**src/rtl/vga_timing_pkg.sv**
```systemverilog
// Shared helpers for the VGA timing generator: axis length arithmetic and the
// sync polarity type. Used by vga_timing_gen and vga_axis_counter.
package vga_timing_pkg;

    typedef logic pol_t;

    function automatic int total(input int active, input int fp, input int sync, input int bp);
        return active + fp + sync + bp;
    endfunction

    // First count of the sync pulse on an axis (inclusive).
    function automatic int sync_lo(input int active, input int fp);
        return active + fp;
    endfunction

    // First count after the sync pulse on an axis (exclusive bound).
    function automatic int sync_hi(input int active, input int fp, input int sync);
        return active + fp + sync;
    endfunction

endpackage

```
**src/rtl/vga_timing_if.sv**
```systemverilog
// Video timing bundle between the timing generator (master) and the pixel
// formatter (slave). frame_cnt exists only when VGA_FRAME_CNT_EN is defined.
interface vga_timing_if #(
    parameter int H_BITS = 8,
    parameter int V_BITS = 7
);
    // pix_ce is a strobe, not a handshake: the master samples it every clk and
    // each high cycle advances one pixel; outputs reflect it one clk later.
    logic              pix_ce;
    logic              h_sync;
    logic              v_sync;
    logic              disp_ena;
    logic              n_blank;
    logic              n_sync;
    logic [H_BITS-1:0] col;
    logic [V_BITS-1:0] row;
    logic              line_start;
    logic              frame_start;
`ifdef VGA_FRAME_CNT_EN
    logic [15:0]       frame_cnt;
`endif

    modport master (
        input  pix_ce,
        output h_sync, v_sync, disp_ena, n_blank, n_sync,
        output col, row, line_start, frame_start
`ifdef VGA_FRAME_CNT_EN
        , output frame_cnt
`endif
    );

    modport slave (
        output pix_ce,
        input  h_sync, v_sync, disp_ena, n_blank, n_sync,
        input  col, row, line_start, frame_start
`ifdef VGA_FRAME_CNT_EN
        , input frame_cnt
`endif
    );

endinterface

```
**src/rtl/vga_axis_counter.sv**
```systemverilog
// One timing axis (horizontal or vertical): a wrapping position counter plus
// combinational region decodes of the current count.
module vga_axis_counter
    import vga_timing_pkg::*;
#(
    parameter int ACTIVE = 4,
    parameter int FP     = 1,
    parameter int SYNC   = 2,
    parameter int BP     = 1,
    parameter int BITS   = 3
) (
    input  logic            clk,
    input  logic            rst,
    input  logic            inc,
    output logic [BITS-1:0] cnt,
    output logic            wrap,
    output logic            in_active,
    output logic            in_sync
);

    localparam logic [BITS-1:0] LAST    = BITS'(total(ACTIVE, FP, SYNC, BP) - 1);
    localparam logic [BITS-1:0] ACT_END = BITS'(ACTIVE);
    localparam logic [BITS-1:0] SYN_LO  = BITS'(sync_lo(ACTIVE, FP));
    localparam logic [BITS-1:0] SYN_HI  = BITS'(sync_hi(ACTIVE, FP, SYNC));

    always_ff @(posedge clk) begin
        if (!rst) begin
            cnt <= '0;
        end else if (inc) begin
            cnt <= wrap ? '0 : cnt + 1'b1;
        end
    end

    assign wrap      = (cnt == LAST);
    assign in_active = (cnt < ACT_END);
    assign in_sync   = (cnt >= SYN_LO) && (cnt < SYN_HI);

endmodule

```
**src/rtl/vga_timing_gen.sv**
```systemverilog
// Parametrised VGA timing generator advancing on pix_ce, with registered
// sync/blank/position outputs. Optional frame counter: VGA_FRAME_CNT_EN.
module vga_timing_gen
    import vga_timing_pkg::*;
#(
    parameter int   H_ACTIVE = 150,
    parameter int   H_FP     = 9,
    parameter int   H_SYNC   = 15,
    parameter int   H_BP     = 24,
    parameter int   V_ACTIVE = 75,
    parameter int   V_FP     = 3,
    parameter int   V_SYNC   = 3,
    parameter int   V_BP     = 3,
    parameter pol_t H_POL    = 1'b0,
    parameter pol_t V_POL    = 1'b1,
    parameter int   H_BITS   = $clog2(H_ACTIVE + H_FP + H_SYNC + H_BP),
    parameter int   V_BITS   = $clog2(V_ACTIVE + V_FP + V_SYNC + V_BP)
) (
    input logic         clk,
    input logic         rst,
    vga_timing_if.master vga
);

    localparam int H_TOTAL = total(H_ACTIVE, H_FP, H_SYNC, H_BP);
    localparam int V_TOTAL = total(V_ACTIVE, V_FP, V_SYNC, V_BP);

    if (H_ACTIVE < 1 || H_FP < 1 || H_SYNC < 1 || H_BP < 1 ||
        V_ACTIVE < 1 || V_FP < 1 || V_SYNC < 1 || V_BP < 1) begin : g_bad_len
        $error("vga_timing_gen: active, porch and sync lengths must all be >= 1");
    end
    if (((H_TOTAL - 1) >> H_BITS) != 0 || ((V_TOTAL - 1) >> V_BITS) != 0) begin : g_bad_bits
        $error("vga_timing_gen: H_BITS/V_BITS too narrow for H_TOTAL-1/V_TOTAL-1");
    end

    logic              pix_ce;
    logic [H_BITS-1:0] h_cnt;
    logic [V_BITS-1:0] v_cnt;
    logic              h_wrap, h_act, h_syn;
    logic              v_wrap, v_act, v_syn;

    assign pix_ce = vga.pix_ce;

    vga_axis_counter #(
        .ACTIVE(H_ACTIVE), .FP(H_FP), .SYNC(H_SYNC), .BP(H_BP), .BITS(H_BITS)
    ) u_h_axis (
        .clk(clk), .rst(rst), .inc(pix_ce),
        .cnt(h_cnt), .wrap(h_wrap), .in_active(h_act), .in_sync(h_syn)
    );

    vga_axis_counter #(
        .ACTIVE(V_ACTIVE), .FP(V_FP), .SYNC(V_SYNC), .BP(V_BP), .BITS(V_BITS)
    ) u_v_axis (
        .clk(clk), .rst(rst), .inc(pix_ce && h_wrap),
        .cnt(v_cnt), .wrap(v_wrap), .in_active(v_act), .in_sync(v_syn)
    );

    logic              h_sync_q, v_sync_q, disp_ena_q, n_sync_q;
    logic              line_start_q, frame_start_q;
    logic [H_BITS-1:0] col_q;
    logic [V_BITS-1:0] row_q;

    // Outputs are decoded from the pre-increment counts, so they trail the
    // strobe that consumed that position by one clk.
    always_ff @(posedge clk) begin
        if (!rst) begin
            h_sync_q      <= ~H_POL;
            v_sync_q      <= ~V_POL;
            disp_ena_q    <= 1'b0;
            n_sync_q      <= 1'b1;
            col_q         <= '0;
            row_q         <= '0;
            line_start_q  <= 1'b0;
            frame_start_q <= 1'b0;
        end else begin
            line_start_q  <= 1'b0;
            frame_start_q <= 1'b0;
            if (pix_ce) begin
                h_sync_q      <= h_syn ? H_POL : ~H_POL;
                v_sync_q      <= v_syn ? V_POL : ~V_POL;
                disp_ena_q    <= h_act && v_act;
                n_sync_q      <= ~(h_syn || v_syn);
                line_start_q  <= (h_cnt == '0);
                frame_start_q <= (h_cnt == '0) && (v_cnt == '0);
                if (h_act) col_q <= h_cnt;
                if (v_act) row_q <= v_cnt;
            end
        end
    end

    assign vga.h_sync      = h_sync_q;
    assign vga.v_sync      = v_sync_q;
    assign vga.disp_ena    = disp_ena_q;
    assign vga.n_blank     = disp_ena_q;
    assign vga.n_sync      = n_sync_q;
    assign vga.col         = col_q;
    assign vga.row         = row_q;
    assign vga.line_start  = line_start_q;
    assign vga.frame_start = frame_start_q;

`ifdef VGA_FRAME_CNT_EN
    logic [15:0] frame_cnt_q;

    // Bumps on the last pixel of a frame, alongside the wrap to (0,0).
    always_ff @(posedge clk) begin
        if (!rst) begin
            frame_cnt_q <= '0;
        end else if (pix_ce && h_wrap && v_wrap) begin
            frame_cnt_q <= frame_cnt_q + 16'd1;
        end
    end

    assign vga.frame_cnt = frame_cnt_q;
`endif

endmodule

```
**src/flat_wrapper.sv**
```systemverilog
// flat-port wrapper written by rule: the top's interface ports become plain ports
module vga_timing_gen_flat import vga_timing_pkg::*;
#(
    parameter int   H_ACTIVE = 150,
    parameter int   H_FP     = 9,
    parameter int   H_SYNC   = 15,
    parameter int   H_BP     = 24,
    parameter int   V_ACTIVE = 75,
    parameter int   V_FP     = 3,
    parameter int   V_SYNC   = 3,
    parameter int   V_BP     = 3,
    parameter pol_t H_POL    = 1'b0,
    parameter pol_t V_POL    = 1'b1,
    parameter int   H_BITS   = $clog2(H_ACTIVE + H_FP + H_SYNC + H_BP),
    parameter int   V_BITS   = $clog2(V_ACTIVE + V_FP + V_SYNC + V_BP)
)
  (clk, rst, vga_pix_ce, vga_h_sync, vga_v_sync, vga_disp_ena, vga_n_blank, vga_n_sync, vga_col, vga_row, vga_line_start, vga_frame_start);
  vga_timing_if #(.H_BITS(H_BITS), .V_BITS(V_BITS)) vga_i ();
  input logic clk;
  input logic rst;
  input wire logic [$bits(vga_i.pix_ce)-1:0] vga_pix_ce;
  output wire logic [$bits(vga_i.h_sync)-1:0] vga_h_sync;
  output wire logic [$bits(vga_i.v_sync)-1:0] vga_v_sync;
  output wire logic [$bits(vga_i.disp_ena)-1:0] vga_disp_ena;
  output wire logic [$bits(vga_i.n_blank)-1:0] vga_n_blank;
  output wire logic [$bits(vga_i.n_sync)-1:0] vga_n_sync;
  output wire logic [$bits(vga_i.col)-1:0] vga_col;
  output wire logic [$bits(vga_i.row)-1:0] vga_row;
  output wire logic [$bits(vga_i.line_start)-1:0] vga_line_start;
  output wire logic [$bits(vga_i.frame_start)-1:0] vga_frame_start;
  assign vga_i.pix_ce = vga_pix_ce;
  assign vga_h_sync = vga_i.h_sync;
  assign vga_v_sync = vga_i.v_sync;
  assign vga_disp_ena = vga_i.disp_ena;
  assign vga_n_blank = vga_i.n_blank;
  assign vga_n_sync = vga_i.n_sync;
  assign vga_col = vga_i.col;
  assign vga_row = vga_i.row;
  assign vga_line_start = vga_i.line_start;
  assign vga_frame_start = vga_i.frame_start;
  vga_timing_gen #(.H_ACTIVE(H_ACTIVE), .H_FP(H_FP), .H_SYNC(H_SYNC), .H_BP(H_BP), .V_ACTIVE(V_ACTIVE), .V_FP(V_FP), .V_SYNC(V_SYNC), .V_BP(V_BP), .H_POL(H_POL), .V_POL(V_POL), .H_BITS(H_BITS), .V_BITS(V_BITS)) u_core (.clk(clk), .rst(rst), .vga(vga_i));
endmodule
```
**config.mk**
```make
export PLATFORM = sky130hd
export DESIGN_NAME = vga_timing_gen_flat
export DESIGN_NICKNAME = d
export VERILOG_FILES = /design/src/rtl/vga_timing_pkg.sv /design/src/rtl/vga_timing_if.sv /design/src/rtl/vga_axis_counter.sv /design/src/rtl/vga_timing_gen.sv /design/src/flat_wrapper.sv
export SDC_FILE = /design/constraint.sdc
export NUM_CORES = 1
export LEC_CHECK = 0
export CAP_MARGIN = 25
export CORE_MARGIN = 2
export CORE_UTILIZATION = 29
export DETAILED_ROUTE_END_ITERATION = 6
export PLACE_DENSITY_LB_ADDON = 0.1
export SETUP_SLACK_MARGIN = 0.1
export SYNTH_ARGS = -nofsm -noshare
export SYNTH_HDL_FRONTEND = slang
export SYNTH_HIERARCHICAL = 1
export SYNTH_SLANG_ARGS = --single-unit
```
**constraint.sdc**
```tcl
create_clock -name clk -period 1.82 [get_ports clk]
set_clock_uncertainty 0.05 [all_clocks]
set_input_delay 0.364 -clock clk [delete_from_list [all_inputs] [get_ports clk]]
set_output_delay 0.364 -clock clk [all_outputs]
set_load 0.03 [all_outputs]
```
Yosys cells after proc, flatten, opt, wreduce, memory -nomap -nowiden
Index checks and enable logic that the tools add are counted.
{ "op_classes": {"add_sub_neg": 2, "n_lt_le_gt_ge": 6, "n_eq_ne": 2, "muxes": 4, "n_bitwise": 1, "reduce_logical": 11} }
{ "ops": {"columns": ["cell", "n"], "rows": [
  ["$lt A8 B8 Y1 const B", 2],
  ["$lt A7 B7 Y1 const B", 2],
  ["$add A8 B1 Y8 const B", 1],
  ["$eq A8 B8 Y1 const B", 1],
  ["$ge A8 B8 Y1 const B", 1],
  ["$logic_not A8 Y1", 1],
  ["$mux W8", 1],
  ["$add A7 B1 Y7 const B", 1],
  ["$eq A7 B7 Y1 const B", 1],
  ["$ge A7 B7 Y1 const B", 1],
  ["$logic_not A7 Y1", 1],
  ["$mux W7", 1],
  ["$reduce_and A2 Y1", 3],
  ["$logic_and A1 B1 Y1", 5],
  ["$mux W1", 2],
  ["$logic_or A1 B1 Y1", 1],
  ["$not A1 Y1", 1]
]} }
{ "totals": {"regBits": 36, "in_bits": 3, "output_inout_bits": 22, "wordCells": 36} }

Depth between registers and ports, before layout
Gate-level depths: netlist of run 1.
{ "logic_depth": {"ltp_word": 4, "mapped_depth": 9, "mapped_depth_nobuf": 8} }

By module
Netlist of run 1, hierarchy kept.
{ "modules_own_cells": {"columns": ["mod", "instances", "cells_each", "area_per_inst_um2", "seq_area_each_um2"], "rows": [
  ["vga_timing_gen", 1, 94, 830.8, 420.4],
  ["vga_axis_counter at u_core.u_h_axis", 1, 53, 480.5, 160.2],
  ["vga_axis_counter at u_core.u_v_axis", 1, 52, 435.4, 140.1]
]} }

Worst setup path after synthesis of run 1
OpenSTA, ideal clock, no wires.
{ "synth_path": {"kind": "reg-to-reg", "start": "reg u_core.u_h_axis.cnt[0]", "end": "reg u_core.u_v_axis.cnt[6]", "setup_time_ns": 0.070, "arrival_ns": 1.692, "required_time_ns": 1.700, "setup_slack_ns": 0.008, "path_stages_with_launch": 9, "n_path_buf": 1, "synth_period_minus_slack_ns": 1.812, "cell_sequence": "dfxtp_1 -> ha_1 -> nand3_1 -> nor3_1 -> and2_1 -> buf_2 -> nand4_1 -> or3_1 -> a21oi_1"} }
{ "synth_via": {"elab_chain_cells": 2} }
{ "synth_rtl": {"columns": ["element", "line_no", "text"], "rows": [
  ["start, declared", "vga_axis_counter.sv:15", "output logic [BITS-1:0] cnt,"],
  ["start signal, assigned", "vga_axis_counter.sv:30", "cnt <= wrap ? '0 : cnt + 1'b1;"],
  ["$eq A8 B8 Y1", "vga_axis_counter.sv:34", "assign wrap = (cnt == LAST);"],
  ["named net u_core.h_wrap", "vga_timing_gen.sv:38", "logic h_wrap, h_act, h_syn;"],
  ["$logic_and A1 B1 Y1", "vga_timing_gen.sv:53", ".clk(clk), .rst(rst), .inc(pix_ce && h_wrap),"],
  ["end signal, assigned", "vga_axis_counter.sv:30", null],
  ["end, declared", "vga_axis_counter.sv:15", null]
]} }
The timed path passes the listed nets, and every way through them passes these cells.
A chain may end at the register's enable or synchronous reset.

Worst setup path after layout of run 1
{ "layout_path": {"start": "reg u_core.line_start_q, in the netlist u_core/vga.line_start", "end": "out vga_line_start"} }
{ "layout_lines": {"columns": ["element", "line_no", "text"], "rows": [
  ["start, declared", "vga_timing_gen.sv:58", "logic line_start_q, frame_start_q;"],
  ["start signal, assigned", "vga_timing_gen.sv:82", "line_start_q <= (h_cnt == '0);"],
  ["end, declared", "flat_wrapper.sv:29", "output wire logic [$bits(vga_i.line_start)-1:0] vga_line_start;"]
]} }
No word-level cell between the ends.

==> results of run 1 <==
metrics by stage:
| step | utilization (%) | hold slack (ns) | TNS [ns] | std cells | cell area (sq um) |
|---|---|---|---|---|---|
| global placement | 37.28 | 0.4061 | -0.1861 | 307 | 2181 |
| CTS | 39.26 | 0.4151 | 0 | 315 | 2297 |
| detailed placement | 37.28 | 0.4048 | -0.2574 | 307 | 2181 |
| finish | 40.42 | 0.4057 | 0 | 317 | 2365 |
| global route | 40.42 | 0.4246 | 0 | 317 | 2365 |
| floorplan | - | 0.4120 | 0 | 198 | 1757 |
cell usage in the layout, fill, tap and decap left out, drive strengths merged, types with 2 or more instances in the layout:
cell / instances
ha: 4
nand2b: 2
and4b: 2
dlygate4sd2: 10
clkdlybuf4s50: 4
a21boi: 18
nor4: 2
nor2: 7
and2: 2
clkbuf: 8
inv: 4
nand2: 31
nor2b: 2
nand3: 19
o21ai: 8
o31ai: 4
o211ai: 2
nand4: 5
nor3: 2
xnor2: 3
o211a: 2
dlymetal6s2s: 10
buf: 26
or3: 6
a21oi: 7
xor2: 2
dfxtp: 36
path summary, 6_finish.rpt:
| kind | from | end | slack, ns | depth (start not counted) |
|---|---|---|---|---|
| setup / recovery | u_core/vga.line_start | vga_line_start | 0.15 | 1 |
| hold / removal | u_core/vga.col[3] | u_core/vga.col[3] | 0.41 | 2 |
| setup reg to reg | u_core/u_h_axis/cnt[3] | u_core/u_v_axis/cnt[5] | 0.16 | 6 |
| hold reg to reg | u_core/vga.col[3] | u_core/vga.col[3] | 0.41 | 2 |
layout make-up:
type | count | area [sq um]
Clock buffer | 8 | 121.4
Timing Repair Buffer | 50 | 447.9
Sequential cell | 36 | 726.9
Fill cell | 590 | 3486
Tap cell | 75 | 93.84
Multi-Input combinational cell | 144 | 959.7
Inverter | 4 | 15.01
flip-flops by register name (all words and copies together), names as in the netlist:
register                count
u_core/u_h_axis/cnt         8
u_core/vga.col              8
u_core/u_v_axis/cnt         7
u_core/vga.row              7
u_core/vga.disp_ena         1
u_core/vga.frame_start      1
u_core/vga.h_sync           1
u_core/vga.line_start       1
u_core/vga.n_sync           1
u_core/vga.v_sync           1
power by group through the flow:
stage | logic [mW] | clock network (mW) | registers [mW]
floorplan | 0.0584 | 0 | 0.845
global placement | 0.129 | 0 | 0.824
detailed placement | 0.129 | 0 | 0.824
CTS | 0.126 | 0.743 | 0.805
global route | 0.137 | 0.778 | 0.807
finish | 0.126 | 0.718 | 0.806
routing by layer:
metal	up-vias	GRT usage [%]	routed length [microns]
met2	29	21.72	1989
met1	745	17.10	1904
met3	6	3.626	145
li1	784	-	-
met4	0	5.593	71
met5	-	0	0
timing repair:
action,4_1_cts,5_1_grt
setup buffers,0,2
resized for setup,13,18
pin swaps,1,6
setup endpoints to repair,14,24
==> flow_metrics.env, run 1 <==
export IMPL_clk_pin_slew_ns=0.07
export IMPL_wl_mm=4.110
export IMPL_cts_buffer_depth=2
export IMPL_portBuffers=24
export IMPL_die_area_sq_mm=0.006646
export IMPL_internal_power_mw=1.280
export IMPL_clk_latency_ns=0.28
export IMPL_antenna_found_initial=0
export IMPL_cap_violations=0
export IMPL_yosysWarnings=6
export IMPL_hpwlAfterDp_mm=3.062
export IMPL_worstSetupEndpointType="primary output"
export IMPL_critPathRequiredTime_ns=1.41
export IMPL_timing_slew_headroom_pct=74.04
export IMPL_p_sw_share_pct=22.41
export IMPL_arrival_ns=1.26
export IMPL_crit_slowest_cell="clkdlybuf4s50_1"
export IMPL_period_share_pct=92.03
export IMPL_boundaryPins=25
export IMPL_p_per_area_mw_per_mm2=697.5
export IMPL_pwr_share_clk_pct=43.5
export IMPL_p_seq_share_pct=48.8
export IMPL_vias=1564
export IMPL_syn_area_sq_mm=0.001743
export IMPL_slowest_delay_ns=0.66
export IMPL_root_buffer="clkbuf_8"
export IMPL_combPwrFrac_pct=7.6
export IMPL_ir_drop_mv=0.3830
export IMPL_fin_nets=248
export IMPL_p_leak_nw=1.040
export IMPL_cts_buffers_inserted=5
export IMPL_finalWorstSetupSlack_ns=0.1450
export IMPL_antenna_left=0
export IMPL_dieWidth_microns=81.53
export IMPL_place_congestion=0.7811
export IMPL_vias_per_cell=4.934
export IMPL_cp_top_family="buffers and inverters"
export IMPL_crit_path_cell_trace="clkdlybuf4s50_1"
export IMPL_grt_total_usage_pct=13.53
export IMPL_worstMarginPinSlew_ns=0.3894
export IMPL_postCtsHoldBufs=0
export IMPL_area_growth_pct=35.68
export IMPL_path_class="reg -> out"
export IMPL_rsz0062_at_grt="yes"
export IMPL_first_iter_violations=102
export IMPL_cts_tree="built"
export IMPL_dpl_worst_slack_ns=-0.05835
export IMPL_drc_errors=0
export IMPL_hold_viol=0
export IMPL_status="finished clean"
export IMPL_clock_sinks=36
export IMPL_finalMaxSlewViolations=0
export IMPL_syn_avg_cell_area_sq_um=8.803
export IMPL_diodes=0
export IMPL_grt_max_degree=14
export IMPL_final_layout_size_suffix_gt1_share_pct=22.31
export IMPL_critPathLaunchType="register"
export IMPL_first_pass_iters=4
export IMPL_net_switching_power_mw=0.3697
export IMPL_syn_num_nets=205
export IMPL_fin_crit_ns=1.675
export IMPL_grt_pass1_wl_mm=6.872
export IMPL_max_freq_ghz=0.5970
export IMPL_wl_per_cell_microns=12.97
export IMPL_core_area_sq_mm=0.005851
export IMPL_power_total_mw=1.649
export IMPL_grt_ovfl_total=0
export IMPL_cp_max_fo=1
export IMPL_hold_path_class="reg -> reg"
export IMPL_synthCells=198
export IMPL_worst_path_buf_inv=1
export IMPL_grt_pass1_vias=1468
export IMPL_initial_utilization_pct=29.79
export IMPL_chipHeight_microns=81.53
export IMPL_setup_violations=0
export IMPL_rows=28
export IMPL_cts_htree_levels=2
Power figures use the tool's default switching activity.
==> run 2: changes to the inputs <==
Clock period 1.82 ns to 1.7 ns, I/O delays scaled along.
==> flow_metrics.env, run 2 (synthesis results as in run 1) <==
export IMPL_status="finished clean"
export IMPL_crit_path_cell_trace="or2_4 > nor3_2 > and2_4 > buf_6 > nand3_1 > mux2_2 > o211a_1"
export IMPL_grt_pass1_vias=1503
export IMPL_rows=28
export IMPL_portBuffers=24
export IMPL_antenna_left=0
export IMPL_first_iter_violations=97
export IMPL_antenna_found_initial=0
export IMPL_layout_common_cells="buf_4, dfxtp_1, nand2_1, dlygate4sd2_1, nand3_1"
export IMPL_hpwlAfterDp_mm=3.022
export IMPL_first_pass_iters=4
export IMPL_p_per_area_mw_per_mm2=654.2
export IMPL_crit_path_start="u_core/u_h_axis/cnt[5]"
export IMPL_finalMaxSlewViolations=0
export IMPL_slowest_delay_ns=0.32
export IMPL_r2r_slack_ns=0.04
export IMPL_crit_slowest_cell="dfxtp_2"
export IMPL_root_buffer="clkbuf_8"
export IMPL_cp_max_fo=6
export IMPL_fin_crit_ns=1.662
export IMPL_r2r_end="u_core/u_v_axis/cnt[4]"
export IMPL_combPwrFrac_pct=9.8
export IMPL_wl_mm=4.286
export IMPL_grt_max_degree=19
export IMPL_drc_errors=0
export IMPL_critPathLaunchType="register"
export IMPL_clk_latency_ns=0.28
export IMPL_setup_violations=0
export IMPL_ir_drop_mv=0.2577
export IMPL_chipHeight_microns=81.53
export IMPL_power_total_mw=1.592
export IMPL_boundaryPins=25
export IMPL_mostFrequentLayoutCell="buf_4"
export IMPL_p_sw_share_pct=24.35
export IMPL_crit_path_end="u_core/u_v_axis/cnt[4]"
export IMPL_rsz0062_at_grt="yes"
export IMPL_path_class="reg -> reg"
export IMPL_net_switching_power_mw=0.3876
export IMPL_wl_per_cell_microns=13.07
export IMPL_diodes=0
export IMPL_cap_violations=0
export IMPL_dieWidth_microns=81.53
export IMPL_arrival_ns=1.79
export IMPL_worstSetupEndpointType="register"
export IMPL_cts_buffer_depth=2
export IMPL_cts_buffers_inserted=5
export IMPL_holdWs_ns=0.4053
export IMPL_p_seq_share_pct=54.3
export IMPL_initial_utilization_pct=29.79
export IMPL_period_share_pct=97.78
export IMPL_fin_nets=260
export IMPL_reg2reg_depth=7
export IMPL_clock_sinks=36
export IMPL_place_congestion=0.7897
export IMPL_vias_per_cell=4.863
export IMPL_die_area_sq_mm=0.006646
export IMPL_clk_pin_slew_ns=0.07
export IMPL_r2r_start="u_core/u_h_axis/cnt[5]"
export IMPL_grt_pass1_wl_mm=7.051
export IMPL_timing_slew_headroom_pct=79.14
export IMPL_grt_total_usage_pct=13.89
export IMPL_core_area_sq_mm=0.005851
export IMPL_cts_tree="built"
export IMPL_area_growth_pct=39.63
export IMPL_final_layout_size_suffix_gt1_share_pct=30.83
export IMPL_worstMarginPinSlew_ns=0.3125
export IMPL_hold_path_class="reg -> reg"
export IMPL_cts_htree_levels=2
export IMPL_pwr_share_clk_pct=36.0
export IMPL_internal_power_mw=1.205
export IMPL_hold_viol=0
export IMPL_grt_ovfl_total=0
export IMPL_vias=1595
export IMPL_critPathRequiredTime_ns=1.83
export IMPL_p_leak_nw=0.9638
export IMPL_max_freq_ghz=0.6016
==> run 2: cell types whose count changed in the layout (fill, tap and decap cells not counted), moves of 5 or more <==
cell and change:
a21boi_0 -8, a21boi_1 +8, buf_4 +6, buf_6 +5
dfxtp_1 -5, dfxtp_2 +5, dlygate4sd2_1 +12, dlymetal6s2s_1 -10
==> run 2: layout make-up <==
type                            instances  area (sq um)
Inverter                                4         15.01
Clock inverter                          1         5.005
Fill cell                             594          3417
Multi-Input combinational cell        144         999.7
Tap cell                               75         93.84
Clock buffer                            6         72.57
Sequential cell                        36         733.2
Timing Repair Buffer                   62         514.2
==> run 2: stage by stage <==
step	area [sq um]	setup TNS (ns)	setup WS, ns	instances	util (%)
after floorplan	1764	-0.003428	-0.003428	198	-
after global placement	2212	-2.535	-0.1726	311	37.81
after detailed placement	2212	-2.663	-0.2122	311	37.81
after CTS	2307	0	0.06367	322	39.44
after global routing	2434	-0.004587	-0.004587	328	41.60
final	2434	0	0.03777	328	41.60
==> run 2: worst min path at each step <==
stage,from,to,slack [ns],depth (start not counted)
floorplan,rst,u_core/u_v_axis/cnt[3],0.41,1
global placement,u_core/vga.row[6],u_core/vga.row[6],0.40,2
detailed placement,u_core/vga.row[1],u_core/vga.row[1],0.41,2
CTS,u_core/vga.row[1],u_core/vga.row[1],0.41,2
global route,u_core/vga.row[4],u_core/vga.row[4],0.44,2
finish,u_core/vga.col[1],u_core/vga.col[1],0.41,2
==> run 2: per-layer routing <==
layer	up-vias	share of wire (%)	global-route usage, %
met1	756	47	17.08
li1	813	-	-
met4	0	1.4	5.085
met5	-	0	0
met3	4	3.3	3.407
met2	22	48	23.44
==> run 2: what timing repair did <==
action | 4_1_cts | 5_1_grt
endpoints found under the setup margin | 28 | 29
buffers inserted | 4 | 5
pin swaps | 3 | 6
gates resized for setup | 27 | 36
hold buffers | 0 | 0
cloned | 0 | 1
==> run 2: power groups by stage <==
stage          sequential [mW]  combinational, mW  clock, mW
2_1_floorplan            0.905             0.0627          0
3_3_place_gp             0.882              0.142          0
3_5_place_dp             0.882              0.143          0
4_1_cts                  0.862              0.144      0.602
5_1_grt                  0.866              0.170      0.635
6_report                 0.864              0.155      0.572
==> run 2: worst max-delay path: cells and delay by family (launching register included) <==
family	cells	cell delay, ns
buffers and inverters	1	0.11
AND/OR/NAND/NOR	4	0.69
multiplexers	1	0.27
flip-flops	1	0.32
AO/OA/AOI/OAI	1	0.12
